`src/rtl/fpu_types_pkg.sv`:
```
// Shared half-precision definitions and reduction FSM types.
package fpu_types_pkg;

   localparam int HALF_FLOAT_W   = 16;
   localparam int REDUCE_INDEX_W = 8;

   localparam logic [HALF_FLOAT_W-1:0] HALF_ZERO = 16'h0000;
   localparam logic [HALF_FLOAT_W-1:0] HALF_QNAN = 16'h7E00;

   typedef enum logic [1:0] {
      IDLE  = 2'd0,
      ACCUM = 2'd1,
      DONE  = 2'd2
   } reduce_state_t;

   function automatic logic half_is_nan(input logic [HALF_FLOAT_W-1:0] v);
      return (v[14:10] == 5'h1F) && (v[9:0] != 10'h000);
   endfunction

   // Maps a half to an unsigned key whose order is the numeric order, with -0 below +0.
   function automatic logic [HALF_FLOAT_W-1:0] half_order_key(input logic [HALF_FLOAT_W-1:0] v);
      return v[15] ? ~v : (v ^ 16'h8000);
   endfunction

endpackage

```
`src/rtl/float_minmax_16bit.sv`:
```
// Combinational half-precision min/max: a NaN operand yields the other operand,
// two NaNs yield the canonical quiet NaN, and -0 orders below +0.
module float_minmax_16bit
   import fpu_types_pkg::*;
(
   input  logic [HALF_FLOAT_W-1:0] a,
   input  logic [HALF_FLOAT_W-1:0] b,
   input  logic                    max,
   output logic [HALF_FLOAT_W-1:0] y
);

   logic                    a_nan_s;
   logic                    b_nan_s;
   logic [HALF_FLOAT_W-1:0] a_key_s;
   logic [HALF_FLOAT_W-1:0] b_key_s;

   // Select the winning operand; equal keys keep a.
   always_comb begin
      a_nan_s = half_is_nan(a);
      b_nan_s = half_is_nan(b);
      a_key_s = half_order_key(a);
      b_key_s = half_order_key(b);
      y       = a;
      if (a_nan_s && b_nan_s) begin
         y = HALF_QNAN;
      end else if (a_nan_s) begin
         y = b;
      end else if (b_nan_s) begin
         y = a;
      end else if (max) begin
         y = (b_key_s > a_key_s) ? b : a;
      end else begin
         y = (b_key_s < a_key_s) ? b : a;
      end
   end

endmodule

```
`src/rtl/float_minmax_reduce_16bit.sv`:
```
// Streaming min/max reduction over a vector of half-precision elements.
// Optional winner index output enabled by macro FMINMAX_REDUCE_INDEX_EN.
module float_minmax_reduce_16bit
   import fpu_types_pkg::*;
(
   input  logic                      CLK,
   input  logic                      reset,
   input  logic                      in_valid,
   output logic                      in_ready,
   input  logic [HALF_FLOAT_W-1:0]   in_data,
   input  logic                      in_last,
   input  logic                      max,
   output logic                      out_valid,
   input  logic                      out_ready,
   output logic [HALF_FLOAT_W-1:0]   out_data
`ifdef FMINMAX_REDUCE_INDEX_EN
   ,
   output logic [REDUCE_INDEX_W-1:0] out_index
`endif
);

   reduce_state_t           state_r;
   logic [HALF_FLOAT_W-1:0] acc_r;
   logic                    max_r;
   logic                    out_valid_r;
   logic                    in_ready_r;
   logic [HALF_FLOAT_W-1:0] mm_s;
   logic                    xfer_s;

   assign xfer_s    = in_valid & in_ready_r;
   assign in_ready  = in_ready_r;
   assign out_valid = out_valid_r;
   assign out_data  = acc_r;

   float_minmax_16bit u_minmax (
      .a   (acc_r),
      .b   (in_data),
      .max (max_r),
      .y   (mm_s)
   );

`ifdef FMINMAX_REDUCE_INDEX_EN
   logic [REDUCE_INDEX_W-1:0] cnt_r;
   logic [REDUCE_INDEX_W-1:0] idx_r;
   logic                      upd_idx_s;

   assign out_index = idx_r;

   // A new winner only when the result actually moved to the incoming element.
   always_comb begin
      upd_idx_s = (mm_s == in_data) && (mm_s != acc_r);
   end
`endif

   // Reduction FSM with registered handshake outputs.
   always_ff @(posedge CLK) begin
      if (reset) begin
         state_r     <= IDLE;
         acc_r       <= HALF_ZERO;
         max_r       <= 1'b0;
         out_valid_r <= 1'b0;
         in_ready_r  <= 1'b1;
`ifdef FMINMAX_REDUCE_INDEX_EN
         cnt_r       <= 8'd0;
         idx_r       <= 8'd0;
`endif
      end else begin
         case (state_r)
            IDLE: begin
               if (xfer_s) begin
                  acc_r <= in_data;
                  max_r <= max;
`ifdef FMINMAX_REDUCE_INDEX_EN
                  cnt_r <= 8'd1;
                  idx_r <= 8'd0;
`endif
                  if (in_last) begin
                     state_r     <= DONE;
                     out_valid_r <= 1'b1;
                     in_ready_r  <= 1'b0;
                  end else begin
                     state_r <= ACCUM;
                  end
               end else begin
                  state_r <= IDLE;
               end
            end
            ACCUM: begin
               if (xfer_s) begin
                  acc_r <= mm_s;
`ifdef FMINMAX_REDUCE_INDEX_EN
                  cnt_r <= cnt_r + 8'd1;
                  if (upd_idx_s) begin
                     idx_r <= cnt_r;
                  end else begin
                     idx_r <= idx_r;
                  end
`endif
                  if (in_last) begin
                     state_r     <= DONE;
                     out_valid_r <= 1'b1;
                     in_ready_r  <= 1'b0;
                  end else begin
                     state_r <= ACCUM;
                  end
               end else begin
                  state_r <= ACCUM;
               end
            end
            DONE: begin
               if (out_ready) begin
                  state_r     <= IDLE;
                  out_valid_r <= 1'b0;
                  in_ready_r  <= 1'b1;
`ifdef FMINMAX_REDUCE_INDEX_EN
                  cnt_r       <= 8'd0;
`endif
               end else begin
                  state_r <= DONE;
               end
            end
            default: begin
               state_r     <= IDLE;
               out_valid_r <= 1'b0;
               in_ready_r  <= 1'b1;
            end
         endcase
      end
   end

endmodule

```
`config.mk`:
```
export PLATFORM = sky130hd
export DESIGN_NAME = float_minmax_reduce_16bit
export DESIGN_NICKNAME = d
export VERILOG_FILES = /design/src/rtl/fpu_types_pkg.sv /design/src/rtl/float_minmax_16bit.sv /design/src/rtl/float_minmax_reduce_16bit.sv
export SDC_FILE = /design/constraint.sdc
export NUM_CORES = 1
export LEC_CHECK = 0
export ABC_AREA = 1
export CORE_UTILIZATION = 35
export DETAILED_ROUTE_END_ITERATION = 12
export DONT_BUFFER_PORTS = 1
export PLACE_DENSITY_LB_ADDON = 0.15
export SYNTH_ARGS = -nofsm -noshare
export SYNTH_HDL_FRONTEND = slang
export SYNTH_HIERARCHICAL = 1
export SYNTH_SLANG_ARGS = --single-unit
```
`constraint.sdc`:
```
create_clock -name CLK -period 3.1 [get_ports CLK]
set_clock_uncertainty 0.1 [all_clocks]
set_input_delay 0.155 -clock CLK [delete_from_list [all_inputs] [get_ports CLK]]
set_output_delay 0.155 -clock CLK [all_outputs]
set_load 0.03 [all_outputs]
```
# Word-level counts from Yosys, hierarchy flattened
# Cells that the tools add are included.
[totals]
register_bits = 21
latch_bits = 0
ramBits = 0
romBits = 0
in_bits = 22
out_inout_bits = 18
elab_cells = 59
mem_count = 0
[classes]
addsub = 0
n_mul = 0
n_div = 0
order_cmp = 2
n_eq_ne = 12
shifts = 0
muxes = 24
n_bitwise = 5
n_reduce_logical = 11
[ops]
columns = ["cell", "n"]
rows = [
  ["2-to-1 mux 16 bit", 10],
  ["inverter 16 bit", 2],
  ["one-hot mux 16 bit (2 select lines)", 1],
  ["nonzero test 10 bit", 2],
  ["> comparator 16 bit", 1],
  ["less-than comparator 16 bit", 1],
  ["== test 5 bit, second input constant", 2],
  ["inequality test 5 x 2 -> 1 bit, second input constant", 2],
  ["2-to-1 mux 2 bit", 4],
  ["2-to-1 mux 1 bit", 6],
  ["inequality test 2 bit, second input constant", 3],
  ["one-hot mux 2 bit (3 select lines)", 1],
  ["AND reduction 6 bit", 1],
  ["inequality test 2 x 1 -> 1 bit, second input constant", 2],
  ["inequality test 4 x 3 -> 1 bit, second input constant", 1],
  ["one-hot mux 1 bit (2 select lines)", 2],
  ["logical AND 1 bit", 3],
  ["AND reduction 3 bit", 1],
  ["== test 2 x 1 -> 1 bit, second input constant", 1],
  ["== test 2 bit, second input constant", 1],
  ["logical NOT 2 bit", 1],
  ["inverter 1 bit", 2],
  ["AND reduction 2 bit", 1],
  ["nonzero test 2 bit", 1],
  ["2 further kinds", 2],
]

# Depth between registers and ports, before layout
[logic_depth]
word_depth = 10
depth_mapped = 25
depth_no_buf = 22

# Hierarchy
# Netlist, hierarchy kept.
[by_module_without_submodules]
columns = ["mod", "n_inst", "cells_each", "area_per_inst_um2", "seq_area_each_um2"]
rows = [
  ["float_minmax_16bit", 1, 190, 1118.6, 0.0],
  ["float_minmax_reduce_16bit", 1, 168, 1096.1, 420.4],
]

# Worst setup path before layout
# No wires, ideal clock.
[synth_path]
path_kind = "flip-flop to flip-flop"
from = "register acc_r[15], in the netlist out_data[15]"
to = "register acc_r[2], in the netlist out_data[2]"
setup_ps = 117
arrival_time_ps = 2654
required_time_ps = 2883
slack_ps = 229
path_stages_with_launch = 21
n_path_buf = 3
period_less_slack_ps = 2871
path_cell_list = "dfxtp_1 -> buf_2 -> buf_2 -> xnor2_1 -> ha_1 -> a21o_1 -> nor2_1 -> nand2_1 -> nand2_1 -> nand2_1 -> nand2_1 -> nand2_2 -> nand2_4 -> nand2_4 -> buf_6 -> nor2_1 -> nor2_1 -> inv_1 -> nand2_1 -> a21oi_1 -> nor2_1"
[synth_between]
elab_chain_cells = 5
elab_cells_between_ends = 8
cone_classes = "order compare: 2; eq/ne: 2; mux: 1; bitwise: 2; reduce/logical: 1"
[synth_lines]
columns = ["item", "line_no", "source"]
rows = [
  ["from (decl)", "float_minmax_reduce_16bit.sv:23", "logic [HALF_FLOAT_W-1:0] acc_r;"],
  ["from (signal assigned)", "float_minmax_reduce_16bit.sv:71", "acc_r <= in_data;"],
  ["from (signal assigned)", "float_minmax_reduce_16bit.sv:90", "acc_r <= mm_s;"],
  ["inverter 1 bit (no line) or inverter 16 bit (tied branches)", "--", ""],
  ["2-to-1 mux 16 bit (*)", "fpu_types_pkg.sv:22", "return v[15] ? ~v : (v ^ 16'h8000);"],
  ["> comparator 16 bit or less-than comparator 16 bit (tied branches)", "float_minmax_16bit.sv:31, float_minmax_16bit.sv:33", ""],
  ["inequality test 5 x 2 -> 1 bit (no line)", "--", ""],
  ["AND reduction 6 bit (no line) (*)", "--", ""],
]
# Every way passes the cells marked *; elsewhere a longest branch is shown, timed or not.
# A chain may end at the register's enable or synchronous reset.

# Worst setup path after layout
[layout_path]
from = "register acc_r[15], in the netlist out_data[15]"
to = "register acc_r[15], in the netlist out_data[15]"
# Same word-level chain as after synthesis.

==> flow_summary.ini <==
[global_route]
grt_pass1_wl_um = 9970
antenna_found_initial = 0
grt_pass1_vias = 2003
grt_overflow = 0
grt_start_max_net_pins = 24
grtUsageTotal_pct = 19.7

[final_layout]
mostFrequentLayoutCells = 84 x nand2_1, 57 x inv_1, 56 x nor2_1, 24 x a21oi_1, 21 x dfxtp_1
nets = 412
area_growth_pct = 10.2
diodes = 0
fillers = 693
drive_gt1_share_pct = 10.7
final_common_cell = nand2_1
instances_no_fill = 448

[sta]
tns_ns = 0
maxSlewViolCount = 0
min_period_ns = 2.71
relSlewSlack_pct = 43.2
max_freq_mhz = 370
setup_viol = 0
hold_ws_ns = 0.00462
worst_pin_slew_ns = 0.851
fin_crit_sh_pct = 87.3
hold_viol = 0
rsz0062_at_grt = false

[die]
start_util_pct = 36.8
die-area_um2 = 6650
placementRows = 28
core_um2 = 6030
io_pins = 40
fp.dieH_um = 81.5
die_w_um = 81.5

[route]
vias = 2122
drc = 0
dr.pass1.iters = 5
routed_wl_um = 6060
via_per_inst = 4.74
wl_per_cell_um = 13.5
drtIter0Drc = 120
ant_nets = 0

[pwr]
clock_power_share_pct = 16.8
seqPwrFrac_pct = 28.4
ir_worst_vdd_mv = 0.276
swShare_pct = 46.0
p_per_area_nw_per_um2 = 483
net-switching-power_uw = 542
p_leak_uw = 0.00129
p_comb_share_pct = 54.8
intPower_uw = 637

[clock_network]
cts_resized = 0
clock_path_buffers = 2
clock_sinks = 21
clk_pin_slew_worst_paths_ns = 0.10
ctsRootBufferMaster = clkbuf_8
cts_tree = built
cts-buffers-inserted = 3
clk-insertion-delay-late_ns = 0.27
htree_num_levels = 1

[worst_hold_path]
min_path_cells = 4
min_path_type = in2reg

[setup_path]
reg2reg_slack_ns = 0.39
required_ns = 3.16
worstSetupPathType = reg2reg
crit_fanout = 23
startpoint_type = flip-flop
arrival_ns = 2.77
rr_worst_depth = 17
crit_path_end_kind = flip-flop

[yosys]
synth_cell_types = 29
syn_inst = 358
syn_nets = 396
yosysWarnings = 6
syn_area_um2 = 2210
postSynthAreaPerCell_um2 = 6.19
ys_seq_area_share_pct = 19.0
ys_ff_latch = 21

[placement]
portBuffers = 0
dp.cells = 438
post-dp-hpwl_um = 4390
gp_congestion = 0.782

[status]
outcome = finished, final reports clean

[job]
maxCapViolations = 0
repair_timing:
action                                 CTS  global route
endpoints found under the hold margin    4             0
hold buffers                             6             0
setup buffers                            0             0
worst max-delay path, stage by stage, from the launching register on:
cell and delay (ns):
dfxtp_1 0.34, buf_4 0.23, xnor2_1 0.14, ha_1 0.26
a21oi_1 0.14, o21ai_0 0.14, a21oi_1 0.18, nand3_1 0.11
nand2_2 0.11, nand2_4 0.09, nand2_4 0.24, nand2_1 0.08
nand2_1 0.07, nor2_1 0.05, inv_1 0.04, nand2_1 0.04
a21oi_1 0.18, nor2_1 0.05
routing by layer:
metal  share of wire, %  global-route usage [%]  vias to the layer above
li1                   -                       -                     1124
met1                 49                    27.7                      953
met2                 47                    32.0                       43
met3                4.3                    2.56                        2
met4               0.45                    3.57                        0
met5                  0                       0                        -
path summary, 6_finish.rpt:
check / endpoint / from
worst max register to register: out_data[15] / out_data[15]
worst min-delay path: out_data[3] / in_data[3]
worst min register to register: max_r / max_r
worst max-delay path: out_data[15] / out_data[15]
area by class of cell:
class	count	area, µm²	area share (%)
Sequential cell	21	420	17.2
Inverter	59	223	9.12
Timing Repair Buffer	24	195	8.00
Multi-Input combinational cell	265	1460	59.8
Clock buffer	3	41.3	1.69
Tap cell	75	93.8	3.84
Clock inverter	1	7.51	0.308
cells by family (layout without fill, tap and decap cells):
kind of cell	Yosys count	in the layout	synth area share (%)
buf+inv	72	87	15.1
fa+ha+maj	16	16	9.04
xor+xnor	30	30	11.9
simple gates	169	169	32.9
compound gates	50	50	12.1
flops	21	21	19.0
Yosys cell counts, drive strengths merged:
cell	number	area [µm²]
a22oi	1	7.51
o21a	2	15.0
xor2	15	131
a21o	1	7.51
clkbuf	2	17.5
clkinv	1	5.00
nand3	9	45.0
o21ai	20	100
xnor2	15	131
buf	11	93.8
ha	16	200
dfxtp	21	420
nand2	96	410
nand4	4	25.0
a21oi	26	138
nand3b	2	15.0
nor4	1	12.5
inv	58	218
nor2	57	221
power by group through the flow:
stage | logic, µW | clock network (µW) | registers, µW
after global placement | 633 | 0 | 341
after CTS | 647 | 208 | 335
after global routing | 740 | 219 | 339
after floorplan | 480 | 0 | 391
after detailed placement | 638 | 0 | 341
final | 645 | 199 | 335
stage by stage:
| step | power [µW] | instance area, µm² | utilization, % | worst slack [ns] |
|---|---|---|---|---|
| after floorplan | 872 | 2210 | - | 0.229 |
| after global placement | 974 | 2330 | 38.7 | 0.449 |
| after detailed placement | 979 | 2330 | 38.7 | 0.407 |
| after CTS | 1190 | 2440 | 40.5 | 0.391 |
| after global routing | 1300 | 2440 | 40.5 | 0.0584 |
| final | 1180 | 2440 | 40.5 | 0.395 |
state kept, by name, indices dropped and copies added, names as in the netlist:
register,cells
out_data,16
state_r,2
out_valid,1
in_ready,1
max_r,1
(Power assumes the default switching activity.)
